### src/rtl/param_queue.sv
// Parameterised synchronous FIFO with registered read data, occupancy count,
// almost-full/almost-empty thresholds and sticky overflow/underflow flags.
module param_queue #(
    parameter int WIDTH    = 4,
    parameter int DEPTH    = 8,
    parameter int AF_LEVEL = DEPTH - 2,
    parameter int AE_LEVEL = 2,
    localparam int CW      = $clog2(DEPTH + 1)
) (
    input  logic             clk,
    input  logic             reset,
    input  logic             clear,
    input  logic             push,
    input  logic             pop,
    input  logic [WIDTH-1:0] din,
    output logic [WIDTH-1:0] dout,
    output logic             dout_valid,
    output logic [CW-1:0]    count,
    output logic             empty,
    output logic             full,
    output logic             almost_empty,
    output logic             almost_full,
    output logic             overflow,
    output logic             underflow
);

    localparam int PW = $clog2(DEPTH);
    localparam logic [CW-1:0] CNT_MAX  = CW'(DEPTH);
    localparam logic [CW-1:0] AF_CNT   = CW'(AF_LEVEL);
    localparam logic [CW-1:0] AE_CNT   = CW'(AE_LEVEL);
    localparam logic [PW-1:0] PTR_LAST = PW'(DEPTH - 1);

    logic [WIDTH-1:0] mem [DEPTH];
    logic [PW-1:0]    wr_ptr;
    logic [PW-1:0]    rd_ptr;
    logic             push_ok;
    logic             pop_ok;
    logic             push_drop;
    logic             pop_drop;

    // Pointers wrap by explicit compare so DEPTH need not be a power of two.
    function automatic logic [PW-1:0] ptr_next(input logic [PW-1:0] p);
        return (p == PTR_LAST) ? '0 : p + 1'b1;
    endfunction

    always_comb begin
        pop_ok    = pop && !clear && (count != '0);
        push_ok   = push && !clear && ((count != CNT_MAX) || pop_ok);
        push_drop = push && !clear && !push_ok;
        pop_drop  = pop && !clear && (count == '0);
    end

    // Storage carries no reset; stale entries are unreachable once count is 0.
    always_ff @(posedge clk) begin
        if (push_ok) begin
            mem[wr_ptr] <= din;
        end
    end

    always_ff @(posedge clk or negedge reset) begin
        if (!reset) begin
            wr_ptr     <= '0;
            rd_ptr     <= '0;
            count      <= '0;
            dout       <= '0;
            dout_valid <= 1'b0;
            overflow   <= 1'b0;
            underflow  <= 1'b0;
        end else if (clear) begin
            wr_ptr     <= '0;
            rd_ptr     <= '0;
            count      <= '0;
            dout_valid <= 1'b0;
            overflow   <= 1'b0;
            underflow  <= 1'b0;
        end else begin
            if (push_ok) begin
                wr_ptr <= ptr_next(wr_ptr);
            end
            if (pop_ok) begin
                rd_ptr <= ptr_next(rd_ptr);
                dout   <= mem[rd_ptr];
            end
            dout_valid <= pop_ok;
            case ({push_ok, pop_ok})
                2'b10:   count <= count + 1'b1;
                2'b01:   count <= count - 1'b1;
                default: count <= count;
            endcase
            if (push_drop) begin
                overflow <= 1'b1;
            end
            if (pop_drop) begin
                underflow <= 1'b1;
            end
        end
    end

    assign empty        = (count == '0);
    assign full         = (count == CNT_MAX);
    assign almost_empty = (count <= AE_CNT);
    assign almost_full  = (count >= AF_CNT);

endmodule

### config.mk
export PLATFORM = sky130hd
export DESIGN_NAME = param_queue
export DESIGN_NICKNAME = d
export VERILOG_FILES = /design/src/rtl/param_queue.sv
export SDC_FILE = /design/constraint.sdc
export NUM_CORES = 1
export LEC_CHECK = 0
export ABC_CLOCK_PERIOD_IN_PS = 2870
export BUFFER_PORTS_ARGS = -buffer_cell sky130_fd_sc_hd__buf_4
export CORE_ASPECT_RATIO = 1.1
export CORE_UTILIZATION = 30
export CTS_BUF_LIST = sky130_fd_sc_hd__clkbuf_16
export DETAILED_ROUTE_END_ITERATION = 6
export PLACE_DENSITY = 0.51
export SLEW_MARGIN = 20
export SYNTH_ARGS = -nofsm -noshare
export SYNTH_HDL_FRONTEND = slang
export SYNTH_SLANG_ARGS = --single-unit
### constraint.sdc
create_clock -name clk -period 2.87 [get_ports clk]
set_clock_uncertainty 0.15 [all_clocks]
set_input_delay 0 -clock clk [delete_from_list [all_inputs] [get_ports clk]]
set_output_delay 0 -clock clk [all_outputs]
set_load 0.005 [all_outputs]
; Yosys cells after proc, flatten, opt, wreduce, memory -nomap -nowiden
; Memory sizes are Yosys's and may differ from the RTL's. A register that Yosys moved wholly into a read port is not among the register bits.
; Cells that the tools add are included.
[word_totals]
regBits = 13
mem_bits_rw = 32
input_bits = 9
output_inout_bits = 15
wordCells = 53
n_memories = 1
[classes]
n_addsub = 4
magnitude_cmp = 2
eq_ne = 6
n_mux = 15
n_bitwise = 1
reduce_logical = 18
[mem_list]
columns = name, words, word_bits, read_ports, rd_clocked_by_memory_dff, write_ports, line_no
row1 = mem, 8, 4, 1, 1, 1, 33  ; logic [WIDTH-1:0] mem [DEPTH];
[op_table]
columns = op, count
row1 = 3-bit two-way mux, 6
row2 = 4-bit case mux with 2 select lines, 1
row3 = 2-bit nonzero test, 4
row4 = 1-bit two-way mux, 7
row5 = "3-bit by 1-bit adder with 3-bit output, second input constant", 2
row6 = "3-bit equality test, second input constant", 2
row7 = 1-bit logical AND, 6
row8 = "4-bit by 1-bit adder with 4-bit output, second input constant", 1
row9 = "4-bit equality test, second input constant", 1
row10 = "4-bit by 3-bit greater-or-equal comparator with 1-bit output, second input constant", 1
row11 = "4-bit by 2-bit <= comparator with 1-bit output, second input constant", 1
row12 = 4-bit logical NOT, 1
row13 = 4-bit two-way mux, 1
row14 = "4-bit != test, second input constant", 1
row15 = 4-bit nonzero test, 1
row16 = "4-bit by 1-bit subtractor with 4-bit output, second input constant", 1
row17 = 1-bit logical NOT, 3
row18 = 3-bit nonzero test, 1
row19 = "2-bit by 1-bit equality test with 1-bit output, second input constant", 1
row20 = "2-bit equality test, second input constant", 1
row21 = 2-bit AND reduction, 1
row22 = 1-bit logical OR, 1
row23 = 1-bit NOT, 1

; Longest topological paths before layout
; Gate-level depths: netlist of the first run.
[logic_depth]
ltp_word = 9
mapped_depth = 9
mapped_depth_nobuf = 8

; Worst setup path after synthesis of the first run
; OpenSTA, ideal clock, no wires.
[synth_timing]
path_kind = reg-to-reg
from = register count[1]
to = register count[3]
setup_ns = 0.104
t_arrival_ns = 2.205
required_time_ns = 2.616
path_slack_ns = 0.411
stages_incl_launch_ff = 10
path_buffers = 1
synth_period_minus_slack_ns = 2.459
path_cell_list = dfrtp_1 buf_6 nor4_4 nor2_1 ha_1 nor4b_1 o211ai_1 and3_1 a21o_1 o311ai_1
[synth_via]
elab_chain_len = 7
word_cells_on_any_way = 12
classes_between = add/sub (2) / eq/ne (3) / mux (2) / reduce/logical (5)
[synth_rtl]
columns = item, line_no
row1 = start: declaration, 18  ; output logic [CW-1:0] count,
row2 = start signal: assignment, 86  ; 2'b10: count <= count + 1'b1;
row3 = start signal: assignment, 87  ; 2'b01: count <= count - 1'b1;
row4 = start signal: assignment, 88  ; default: count <= count;
row5 = 4-bit nonzero test, 47  ; pop_ok = pop && !clear && (count != '0);
row6 = 1-bit logical AND, 47
row7 = 1-bit logical OR, 48  ; push_ok = push && !clear && ((count != CNT_MAX) || pop_ok);
row8 = 1-bit logical AND, 48
row9 = 2-bit by 1-bit equality test with 1-bit output / 2-bit equality test (equally long branches), 85  ; case ({push_ok, pop_ok})
row10 = 4-bit case mux with 2 select lines, 85
row11 = 4-bit two-way mux, 69  ; end else if (clear) begin
; Parallel ways exist; a longest one is shown, timed or not.
; A chain may end at the register's enable or synchronous reset.

; Worst setup path in the final report of the first run
; Ends and elaborated chain as after synthesis.

==> flow_metrics.env, run 1 <==
export IMPL_status="finished, violations left"
export IMPL_violations="design-rule violations"
export IMPL_gp_congestion=0.819
export IMPL_syn_mean_instance_area_um2=14.4
export IMPL_hpwl_mm=2.96
export IMPL_grt_overflow_total=0
export IMPL_endpoint_kind="flip-flop"
export IMPL_area_growth_pct=25.8
export IMPL_cts_sinks=49
export IMPL_start_util=0.314
export IMPL_die_y_um=92.3
export IMPL_whs_path_depth=2
export IMPL_synth_ff_type="edfxtp_1"
export IMPL_synth_seq_cells=49
export IMPL_clkLatencyLatePin_ns=0.29
export IMPL_h_tree_depth=2
export IMPL_core_um2=7090
export IMPL_viasPerCell=4.89
export IMPL_antenna_left=0
export IMPL_grt_antenna_before_repair=0
export IMPL_dpl_cell_count=260
export IMPL_timing_max_cap_violations=0
export IMPL_cts_clk_slew_worst_paths_ns=0.06
export IMPL_grt_pass1_wl_mm=6.73
export IMPL_slew_limit_headroom=0.456
export IMPL_min_to="mem[5][2]"
export IMPL_cts_tree="built"
export IMPL_hold_viol=0
export IMPL_grtUsageTotal=0.113
export IMPL_syn_inst=154
export IMPL_r2r_end="count[3]"
export IMPL_required_ns=2.89
export IMPL_max_freq_mhz=375
export IMPL_grt_use_met1=0.136
export IMPL_grt_busiest_layer="met2"
export IMPL_dieArea_um2=7760
export IMPL_clock_root_buffer="clkbuf_16"
export IMPL_r2r_slack_ns=0.20
export IMPL_num_rows=32
export IMPL_die_x_um=84.1
export IMPL_worstHoldStart="din[2]"
export IMPL_setup_viol=0
export IMPL_crit_arrival_ns=2.69
export IMPL_syn_nets=169
export IMPL_holdWs_ns=0.350
export IMPL_power_mw=2.13
export IMPL_numCtsBuffers=5
export IMPL_wl_mm=4.12
export IMPL_hold_class="in2reg"
export IMPL_drc=4
export IMPL_worst_slew_pin_slew_ns=0.814
export IMPL_cts_path_max_buffers=2
export IMPL_dr_pass1_iters=6
export IMPL_cp_start_kind="flip-flop"
export IMPL_grt_start_max_net_pins=20
export IMPL_cts_resized=0
export IMPL_layout_drive_gt1_share=0.255
export IMPL_reg2reg_depth=8
export IMPL_final_nets=210
export IMPL_netlist_top_cell_by_area="edfxtp_1"
export IMPL_r2r_start="count[1]"
export IMPL_path_max_fanout=11
export IMPL_synth_edff_count=32
export IMPL_crit_type="reg2reg"
export IMPL_use_met2=0.198
export IMPL_ir_drop_uv=259
export IMPL_grt_pass1_vias=1352
export IMPL_grtUsageMet3=0.0321
export IMPL_stdcell_count=281
export IMPL_powerDensity_nw_per_um2=760
export IMPL_p_leak_nw=1.06
export IMPL_antennaDiodeCount=0
export IMPL_ios=24
export IMPL_drt_iter0_drc=109
export IMPL_async_flop_share=0.347
export IMPL_synth_area_um2=2220
export IMPL_io_buffers=23
export IMPL_drv_slew=0
export IMPL_synthTopCellsByArea="edfxtp_1 (43%), dfrtp_1 (19%), mux4_2 (8.1%), ha_1 (3.4%), nor2_1 (2.5%)"
export IMPL_synth_top_cell_area_share=0.432
export IMPL_vias=1375
export IMPL_seq_area_frac_synth=0.623
export IMPL_netlist_cell_type_count=35
export IMPL_finalCriticalPeriod_ns=2.67
export IMPL_yosysWarnings=0
export IMPL_fin_crit_sh=0.930
export IMPL_wl_per_cell_um=14.6
## how the worst max path moves through the flow
stage	endpoint	slack, ns	start
finish	count[3]	0.20	count[1]
floorplan	count[3]	0.41	count[1]
detailed placement	count[3]	0.1	count[0]
global route	count[3]	-0.002	count[1]
CTS	count[3]	0.11	count[0]
global placement	count[3]	0.31	count[1]
## where the power goes
group | switching [mW] | total [mW] | internal, mW
registers | 0.122 | 0.954 | 0.831
logic | 0.211 | 0.528 | 0.316
clock network | 0.238 | 0.647 | 0.409
total | 0.571 | 2.13 | 1.56
## cells in the mapped netlist, drive strengths merged, types with 3 or more instances
| cell | instances |
|---|---|
| ha | 6 |
| nand2b | 5 |
| mux2i | 5 |
| edfxtp | 32 |
| nor4 | 3 |
| and3 | 3 |
| nor3b | 3 |
| nand3b | 5 |
| mux4 | 8 |
| dfrtp | 17 |
| a21oi | 6 |
| nor2 | 15 |
| inv | 3 |
| nand2 | 5 |
| nor3 | 5 |
| buf | 6 |
| o21ai | 7 |
## per-layer routing
metal  share of wire  up-vias
met5               0        -
met4           0.013        0
met3           0.030        5
met2            0.53       18
met1            0.42      679
li1                -      673
## cell type report
type	count	area [µm²]
sequential	49	1390
inverter	3	11.3
tap	85	106
timing repair buffer	42	343
fill	650	4290
multi-input combinational	94	785
clock buffer	5	125
clock inverter	3	42.5
## critical path, cell delays in order, from the launching register on
cell,delay [ns]
dfrtp_1,0.52
nor4_4,0.39
nor2_1,0.12
ha_1,0.22
nor4b_1,0.39
o211ai_1,0.14
and3_1,0.20
a21o_1,0.18
o311ai_1,0.25
## through the flow
| stage | util | worst slack (ns) | area (µm²) | setup TNS (ns) |
|---|---|---|---|---|
| after floorplan | - | 0.411 | 2220 | 0 |
| after global placement | 0.354 | 0.314 | 2510 | 0 |
| after detailed placement | 0.354 | 0.0993 | 2510 | 0 |
| after CTS | 0.393 | 0.106 | 2780 | 0 |
| after global routing | 0.395 | -0.00155 | 2800 | -0.00155 |
| final | 0.395 | 0.202 | 2800 | 0 |
## logic make-up (layout without fill, tap and decap cells)
| family | Yosys count | count (layout) | synth area share |
|---|---|---|---|
| simple gates | 51 | 51 | 0.145 |
| flops | 49 | 49 | 0.623 |
| compound gates | 21 | 21 | 0.0562 |
| mux | 14 | 14 | 0.110 |
| buf+inv | 11 | 53 | 0.0242 |
| fa+ha+maj | 6 | 6 | 0.0337 |
| xor+xnor | 2 | 2 | 0.00788 |
## state kept, by name, summed over array words and instances (netlist names)
signal	flops
count	4
dout	4
dout_valid	1
mem	32
overflow	1
rd_ptr	3
underflow	1
wr_ptr	3
## cells in the final DEF, fill, tap and decap left out, types with 2 or more instances in the layout
master          n
edfxtp_1       32
buf_4          31
dfrtp_1        17
nor2_1         15
dlygate4sd3_1  11
mux4_2          8
o21ai_0         7
a21oi_1         6
ha_1            6
nand2b_1        5
nor3_1          5
nand2_1         5
mux2i_1         5
nand3b_1        5
clkbuf_16       5
inv_1           4
nor3b_1         3
and3_1          3
nor4_4          2
or3b_1          2
a21o_1          2
xor2_1          2
o31ai_1         2
## what timing repair did
action / in CTS / in global routing
setup endpoints to repair: 0 / 1
hold buffers: 11 / 0
endpoints found under the hold margin: 54 / 0
setup buffers: 0 / 2
Note: power is estimated with default switching activity, not from simulation.
==> inputs of run 2 (changes only) <==
--- a/config.mk
+++ b/config.mk
@@ -5,13 +5,13 @@
 export SDC_FILE = /design/constraint.sdc
 export NUM_CORES = 1
 export LEC_CHECK = 0
-export ABC_CLOCK_PERIOD_IN_PS = 2870
+export ABC_CLOCK_PERIOD_IN_PS = 2300
 export BUFFER_PORTS_ARGS = -buffer_cell sky130_fd_sc_hd__buf_4
 export CORE_ASPECT_RATIO = 1.1
 export CORE_UTILIZATION = 30
 export CTS_BUF_LIST = sky130_fd_sc_hd__clkbuf_16
 export DETAILED_ROUTE_END_ITERATION = 6
-export PLACE_DENSITY = 0.51
+export PLACE_DENSITY = 0.53
 export SLEW_MARGIN = 20
 export SYNTH_ARGS = -nofsm -noshare
 export SYNTH_HDL_FRONTEND = slang
==> constraint.sdc (replaced) <==
create_clock -name clk -period 2.3 [get_ports clk]
set_clock_uncertainty 0.15 [all_clocks]
set_input_delay 0 -clock clk [delete_from_list [all_inputs] [get_ports clk]]
set_output_delay 0 -clock clk [all_outputs]
set_load 0.005 [all_outputs]
==> flow_metrics.env, run 2 (synthesis gave the netlist of run 1 again) <==
export IMPL_grtUsageTotal=0.122
export IMPL_dieArea_um2=7760
export IMPL_timing_max_cap_violations=0
export IMPL_final_util=0.412
export IMPL_required_ns=2.33
export IMPL_r2r_slack_ns=0.11
export IMPL_drv_slew=0
export IMPL_powerDensity_nw_per_um2=939
export IMPL_antenna_left=0
export IMPL_ir_drop_uv=335
export IMPL_power_internal_mw=2.00
export IMPL_final_cell_mix="buf_4 (41), edfxtp_1 (32), dfrtp_1 (15)"
export IMPL_drt_iter0_drc=107
export IMPL_grt_pass1_vias=1377
export IMPL_fin_crit_sh=0.968
export IMPL_cp_slowest_cell="dlygate4sd3_1"
export IMPL_die_y_um=92.3
export IMPL_worst_slew_pin_slew_ns=0.834
export IMPL_numCtsBuffers=5
export IMPL_grt_start_max_net_pins=19
export IMPL_area_growth_pct=31.1
export IMPL_viasPerCell=4.79
export IMPL_h_tree_depth=2
export IMPL_clkLatencyLatePin_ns=0.28
export IMPL_largest_register_ffs=32
export IMPL_seqPwrFrac=0.412
export IMPL_clkPwrFrac=0.300
export IMPL_holdWs_ns=0.153
export IMPL_finalCriticalPeriod_ns=2.23
export IMPL_p_switching_mw=0.735
export IMPL_start_util=0.314
export IMPL_cts_path_max_buffers=2
export IMPL_max_freq_mhz=449
export IMPL_regMostFlops="mem"
export IMPL_reg_top3="mem x32, count x4, dout x4"
export IMPL_setup_viol=0
export IMPL_status="finished, violations left"
export IMPL_r2r_start="count[3]"
export IMPL_netSwitchingFraction=0.269
export IMPL_cp_start_kind="input pin"
export IMPL_hpwl_mm=2.84
export IMPL_num_rows=32
export IMPL_hold_class="in2reg"
export IMPL_wl_per_cell_um=14.1
export IMPL_whs_path_depth=5
export IMPL_crit_type="in2reg"
export IMPL_rsz0062_at_grt="yes"
export IMPL_core_um2=7090
export IMPL_postCtsSetupBuffers=0
export IMPL_vias=1400
export IMPL_cts_sinks=49
export IMPL_clock_root_buffer="clkbuf_16"
export IMPL_ios=24
export IMPL_path_max_fanout=9
export IMPL_critical_path_max_stage_delay_ns=0.53
export IMPL_die_x_um=84.1
export IMPL_final_nets=221
export IMPL_dr_pass1_iters=6
export IMPL_p_leak_nw=1.12
export IMPL_r2r_end="count[3]"
export IMPL_reg2reg_depth=8
export IMPL_final_common_cell="buf_4"
export IMPL_violations="design-rule violations"
export IMPL_worstHoldStart="push"
export IMPL_layout_drive_gt1_share=0.329
export IMPL_hold_viol=0
export IMPL_drc=2
export IMPL_crit_arrival_ns=2.26
export IMPL_io_buffers=23
export IMPL_antennaDiodeCount=0
export IMPL_path_cells="dlygate4sd3_1 -> buf_4 -> or3b_4 -> nor2_2 -> ha_2 -> nand3b_1 -> and3_1 -> a21o_1 -> o311ai_1"
export IMPL_grt_pass1_wl_mm=7.14
export IMPL_wl_mm=4.12
export IMPL_grt_overflow_total=0
export IMPL_gp_congestion=0.732
export IMPL_endpoint_kind="flip-flop"
export IMPL_cts_tree="built"
export IMPL_min_to="count[1]"
export IMPL_grt_antenna_before_repair=0
export IMPL_p_comb_frac=0.288
export IMPL_cts_clk_slew_worst_paths_ns=0.06
export IMPL_slew_limit_headroom=0.442
[run 2: power by group through the flow]
stage	sequential, mW	combinational, mW	clock (mW)
floorplan	1.15	0.390	0
global placement	1.14	0.764	0
detailed placement	1.15	0.765	0
CTS	1.13	0.793	0.850
global route	1.15	0.864	0.883
finish	1.13	0.789	0.820
[run 2: metrics by stage]
step / instances / cell area, µm² / power [mW] / setup WS [ns] / setup TNS, ns
6_report: 292 / 2920 / 2.74 / 0.0725 / 0
5_1_grt: 292 / 2920 / 2.89 / -0.0248 / -0.0248
4_1_cts: 292 / 2910 / 2.77 / 0.0346 / 0
3_5_place_dp: 273 / 2630 / 1.91 / 0.0633 / 0
3_3_place_gp: 273 / 2630 / 1.91 / 0.109 / 0
2_1_floorplan: 154 / 2240 / 1.54 / -0.0392 / -0.0392
[run 2: worst max-delay path, delay by kind of cell]
kind / cells / cell delay (ns)
AOI/OAI and AO/OA: 2 / 0.38
adders and majority gates: 1 / 0.31
buffers and inverters: 2 / 0.68
and+or+nand+nor: 4 / 0.88
[run 2: how the worst max path moves through the flow]
stage                     startpoint  endpoint  slack (ns)  cells past startpoint
after global routing             pop  count[3]       -0.02                      9
after floorplan             count[0]  count[3]       -0.04                      8
after CTS                        pop  count[3]        0.03                      9
after detailed placement    count[3]  count[3]        0.06                      8
after global placement      count[0]  count[3]        0.11                      8
final                            pop  count[3]        0.07                      9
[run 2: layout make-up]
class | instances | area, µm²
inverter | 3 | 11.3
tap | 85 | 106
sequential | 49 | 1390
multi-input combinational | 94 | 805
fill | 651 | 4170
clock inverter | 3 | 42.5
clock buffer | 5 | 125
timing repair buffer | 53 | 438
[run 2: metal layers]
layer	vias up	track usage	wire (µm)
met3	6	0.0330	94
met1	689	0.157	1920
met5	-	0	0
li1	687	-	-
met4	0	0.0517	80
met2	18	0.194	2020
[run 2: timing repair]
| item | in CTS | in global routing |
|---|---|---|
| endpoints found under the hold margin | 52 | 0 |
| gates resized for setup | 0 | 5 |
| setup endpoints to repair | 0 | 1 |
| hold buffers | 11 | 0 |
